**src/rtl/uart_pkg.sv**
```systemverilog
// Shared UART definitions: one-hot state encoding, default frame geometry and
// the even-parity helper used by both the transmitter and the receiver.
package uart_pkg;

  localparam int NB_DATA_DEF       = 8;
  localparam int TICKS_PER_BIT_DEF = 16;
  localparam int SB_TICK_DEF       = 16;  // 16 = 1 stop bit, 24 = 1.5, 32 = 2

  typedef enum logic [4:0] {
    ST_IDLE   = 5'b00001,
    ST_START  = 5'b00010,
    ST_DATA   = 5'b00100,
    ST_PARITY = 5'b01000,
    ST_STOP   = 5'b10000
  } state_e;

  // Wide enough for any data width either side of the link uses.
  localparam int PARITY_MAX_W = 32;

  // Even parity bit: makes the total count of ones in word+parity even.
  function automatic logic even_parity(input logic [PARITY_MAX_W-1:0] word);
    return ^word;
  endfunction

endpackage

```
**src/rtl/uart_tx.sv**
```systemverilog
// UART transmitter: start bit, NB_DATA data bits LSB first, optional even
// parity (compile with UART_TX_PARITY_EN), stop bit, timed by a 16x tick.
module uart_tx
  import uart_pkg::*;
#(
  parameter int NB_DATA       = NB_DATA_DEF,
  parameter int TICKS_PER_BIT = TICKS_PER_BIT_DEF,
  parameter int SB_TICK       = SB_TICK_DEF
) (
  input  logic               i_clk,
  input  logic               i_reset,
  input  logic               i_tick,
  input  logic               i_tx_start,
  input  logic [NB_DATA-1:0] i_data,
  output logic               o_tx,
  output logic               o_tx_done,
  output logic               o_busy
);

  localparam int TICK_W = $clog2((TICKS_PER_BIT > SB_TICK) ? TICKS_PER_BIT : SB_TICK);
  localparam int BIT_W  = $clog2(NB_DATA) + 1;

  localparam logic [TICK_W-1:0] BIT_LAST  = TICK_W'(TICKS_PER_BIT - 1);
  localparam logic [TICK_W-1:0] STOP_LAST = TICK_W'(SB_TICK - 1);
  localparam logic [BIT_W-1:0]  DATA_LAST = BIT_W'(NB_DATA - 1);

  state_e               state_q, state_d;
  logic [TICK_W-1:0]    tick_q, tick_d;
  logic [BIT_W-1:0]     bit_q, bit_d;
  logic [NB_DATA-1:0]   shift_q, shift_d;
  logic                 tx_q, tx_d;
`ifdef UART_TX_PARITY_EN
  logic                 parity_q, parity_d;
`endif

  // NOTE: sequential state uses non-blocking assignments so every flop samples
  // pre-edge values; blocking here would create order-dependent races.
  always_ff @(posedge i_clk or posedge i_reset) begin
    if (i_reset) begin
      state_q  <= ST_IDLE;
      tick_q   <= '0;
      bit_q    <= '0;
      shift_q  <= '0;
      tx_q     <= 1'b1;
`ifdef UART_TX_PARITY_EN
      parity_q <= 1'b0;
`endif
    end else begin
      state_q  <= state_d;
      tick_q   <= tick_d;
      bit_q    <= bit_d;
      shift_q  <= shift_d;
      tx_q     <= tx_d;
`ifdef UART_TX_PARITY_EN
      parity_q <= parity_d;
`endif
    end
  end

  // NOTE: every signal gets a hold-value default before the case so no path
  // leaves it unassigned, which would otherwise infer a latch.
  always_comb begin
    state_d  = state_q;
    tick_d   = tick_q;
    bit_d    = bit_q;
    shift_d  = shift_q;
`ifdef UART_TX_PARITY_EN
    parity_d = parity_q;
`endif
    case (state_q)
      ST_IDLE: begin
        if (i_tx_start) begin
          shift_d  = i_data;
          tick_d   = '0;
          state_d  = ST_START;
`ifdef UART_TX_PARITY_EN
          parity_d = even_parity(PARITY_MAX_W'(i_data));
`endif
        end
      end
      ST_START: begin
        if (i_tick) begin
          if (tick_q == BIT_LAST) begin
            tick_d  = '0;
            bit_d   = '0;
            state_d = ST_DATA;
          end else begin
            tick_d = tick_q + TICK_W'(1);
          end
        end
      end
      ST_DATA: begin
        if (i_tick) begin
          if (tick_q == BIT_LAST) begin
            tick_d  = '0;
            shift_d = shift_q >> 1;
            bit_d   = bit_q + BIT_W'(1);
            if (bit_q == DATA_LAST) begin
`ifdef UART_TX_PARITY_EN
              state_d = ST_PARITY;
`else
              state_d = ST_STOP;
`endif
            end
          end else begin
            tick_d = tick_q + TICK_W'(1);
          end
        end
      end
`ifdef UART_TX_PARITY_EN
      ST_PARITY: begin
        if (i_tick) begin
          if (tick_q == BIT_LAST) begin
            tick_d  = '0;
            state_d = ST_STOP;
          end else begin
            tick_d = tick_q + TICK_W'(1);
          end
        end
      end
`endif
      ST_STOP: begin
        if (i_tick) begin
          if (tick_q == STOP_LAST) begin
            tick_d  = '0;
            state_d = ST_IDLE;
          end else begin
            tick_d = tick_q + TICK_W'(1);
          end
        end
      end
      default: state_d = ST_IDLE;
    endcase
  end

  // Line level is decoded from the next state so o_tx leaves a flop.
  always_comb begin
    tx_d = 1'b1;
    case (state_d)
      ST_START:  tx_d = 1'b0;
      ST_DATA:   tx_d = shift_d[0];
`ifdef UART_TX_PARITY_EN
      ST_PARITY: tx_d = parity_d;
`endif
      default:   tx_d = 1'b1;
    endcase
    o_tx_done = (state_q == ST_STOP) && i_tick && (tick_q == STOP_LAST);
  end

  assign o_tx   = tx_q;
  assign o_busy = (state_q != ST_IDLE);

endmodule

```
**config.mk**
```make
export PLATFORM = sky130hd
export DESIGN_NAME = uart_tx
export DESIGN_NICKNAME = d
export VERILOG_FILES = /design/src/rtl/uart_pkg.sv /design/src/rtl/uart_tx.sv
export SDC_FILE = /design/constraint.sdc
export NUM_CORES = 1
export LEC_CHECK = 0
export ABC_CLOCK_PERIOD_IN_PS = 2100
export CELL_PAD_IN_SITES_DETAIL_PLACEMENT = 0
export CELL_PAD_IN_SITES_GLOBAL_PLACEMENT = 1
export CORE_ASPECT_RATIO = 1.25
export CORE_UTILIZATION = 28
export CTS_CLUSTER_SIZE = 8
export DETAILED_ROUTE_END_ITERATION = 10
export HOLD_SLACK_MARGIN = 0.08
export PLACE_DENSITY = 0.61
export SKIP_LAST_GASP = 1
export SLEW_MARGIN = 15
export SYNTH_ARGS = -nofsm -noshare
export SYNTH_HDL_FRONTEND = slang
export SYNTH_SLANG_ARGS = --single-unit
```
**constraint.sdc**
```tcl
create_clock -name i_clk -period 2.1 [get_ports i_clk]
set_clock_uncertainty 0.05 [all_clocks]
set_input_delay 0.42 -clock i_clk [delete_from_list [all_inputs] [get_ports i_clk]]
set_output_delay 0.42 -clock i_clk [all_outputs]
set_load 0.03 [all_outputs]
```
==> out/qor.yml <==
io_pins: 15
die_x_um: 62.0
numCtsBuffers: 3
ys.flop_type: "dfrtp_1"
synth.avg_cell_area_um2: 9.78
ir_drop_uv: 348
setup_viol: 0
hold_buffers: 0
synth.distinct_cells: 47
run_status: "finished clean"
synth_top_area_share_pct: 39.7
die_h_um: 77.0
initial_core_util_pct: 30.1
synth_fp_nets: 143
cp-startpoint: "i_tick"
ys_warn_count: 0
synthArstFlopShare_pct: 100
dp_hpwl_um: 2180
p_per_area_nw_per_um2: 652
gr-total-overflow: 0
rsz0062_at_grt: "no"
drt_iter0_drc: 62
maxCapViolations: 0
crit_fanout: 8
netlist_area_um2: 1260
cts_root_buffer: "clkbuf_8"
finalCritPeriodShare_pct: 95.3
grt_pass1_wl_um: 4990
num_rows: 26
final.setup.tns_ns: 0
cts_tree: "built"
cts.clk_slew.worst_paths_ns: 0.08
antenna_found_initial: 0
r2r_start: "state_q[2]"
startpoint_type: "primary input"
drive_gt1_share_pct: 18.0
netlist_instances: 129
routed_via_density: 5.14
drc: 0
p_leak_nw: 0.698
synth_top_area_cell: "dfrtp_1"
arrival_ns: 1.53
synth_edf_count: 0
first_pass_iters: 4
ys_ff_latch: 22
fmax_mhz: 500
die_area_um2: 4780
min_path_type: "in2async"
portBuffers: 14
syn2layout_area_growth_pct: 25.1
grt_max_degree: 23
final_cell_mix: "dfrtp_1, clkdlybuf4s50_1, buf_4"
criticalPathCategory: "in2out"
cts.sinks: 22
synthTopCellsByArea: "dfrtp_1, a22o_1, a21o_1, dfstp_2, o21ai_0"
antennaDiodeCount: 0
maxSlewViolCount: 0
gp_congestion: 0.788
wl_um: 2950
postRouteAntennaNets: 0
insertion_delay_ns: 0.26
clock_path_buffers: 2
grt_pass1_vias: 1047
final_nets: 165
grt_use_total_pct: 14.0
p_total_mw: 1.03
post_cts_buffers: 0
cp-end-kind: "output pin"
num_vias: 1059
htree_num_levels: 1
synth-seq-area-share_pct: 43.8
wl_per_cell_um: 14.3
required_ns: 1.63
hold_viol_final: 0
fin_crit_ns: 2.00
core_um2: 4200
rrSetupSlack_ns: 0.27
final_common_cell: "dfrtp_1"
-- cell families after synthesis --
group / share of synthesized area [%]
compound gates: 25.4
simple gates: 20.2
flops: 43.8
buf+inv: 5.46
fa+ha+maj: 1.98
mux: 2.08
other cells: 0.297
xor+xnor: 0.695
-- timing repair --
action                                  4_1_cts  5_1_grt
cloned                                        0        0
endpoints found under the setup margin        1        2
gates resized for setup                       1        3
-- per-layer routing --
metal  track usage [%]  routed length [um]  vias to the layer above
met3              2.53                 107                        0
met4              4.67                   0                        0
met2              22.2                1500                       21
met1              18.4                1340                      511
met5                 0                   0                        -
li1                  -                   -                      527
-- synthesized netlist by cell type (all sizes together), types with 2 or more instances --
cell type / number
a21o: 8
a21oi: 3
a22o: 8
a31oi: 2
a32o: 2
and2: 2
buf: 4
clkbuf: 4
dfrtp: 20
dfstp: 2
ha: 2
inv: 7
mux2: 2
nand2: 5
nand3: 4
nand4: 5
nor2: 6
nor2b: 4
nor3: 4
nor3b: 2
nor4: 3
o211ai: 2
o21ai: 9
o31ai: 2
or3: 2
-- state kept, by name, indices dropped and copies added (netlist names) --
register / flops
tick_q: 4
state_q: 5
bit_q: 4
o_tx: 1
shift_q: 8
-- power breakdown --
group	internal (mW)	leakage (nW)	switching, mW	total (mW)
Combinational	0.0753	0.378	0.0713	0.147
Clock	0.255	0.0357	0.142	0.397
Sequential	0.463	0.285	0.0221	0.485
Total	0.793	0.698	0.235	1.03
-- stage by stage --
step | hold WS, ns | utilization [%] | cells | area, um2 | setup WS (ns)
finish | 0.438 | 37.6 | 206 | 1580 | 0.0989
global placement | 0.410 | 36.0 | 202 | 1510 | 0.0909
CTS | 0.441 | 37.6 | 206 | 1580 | 0.0255
floorplan | 0.358 | - | 129 | 1260 | 0.240
global route | 0.466 | 37.6 | 206 | 1580 | 0.0278
detailed placement | 0.422 | 36.0 | 202 | 1510 | 0.0867
-- worst paths after layout --
kind	endpoint	cells after the start
setup / recovery	o_tx_done	5
hold / removal	shift_q[2]	3
setup reg to reg	tick_q[2]	5
hold reg to reg	shift_q[5]	1
max in group asynchronous	state_q[0]	3
min in group i_clk	shift_q[5]	1
-- worst max-delay path, stage by stage --
cell and delay, ns:
clkdlybuf4s50_1 0.53, nand4_1 0.11, buf_4 0.18, nor2_1 0.12, buf_4 0.17
-- area by class of cell --
| type | instances | area (um2) |
|---|---|---|
| clock buffer | 3 | 41.3 |
| clock inverter | 1 | 30.0 |
| fill | 422 | 2620 |
| inverter | 7 | 26.3 |
| multi-input combinational | 92 | 642 |
| sequential | 22 | 553 |
| tap | 56 | 70.1 |
| timing repair buffer | 25 | 215 |
No activity file was read; power rests on OpenSTA's default activity.
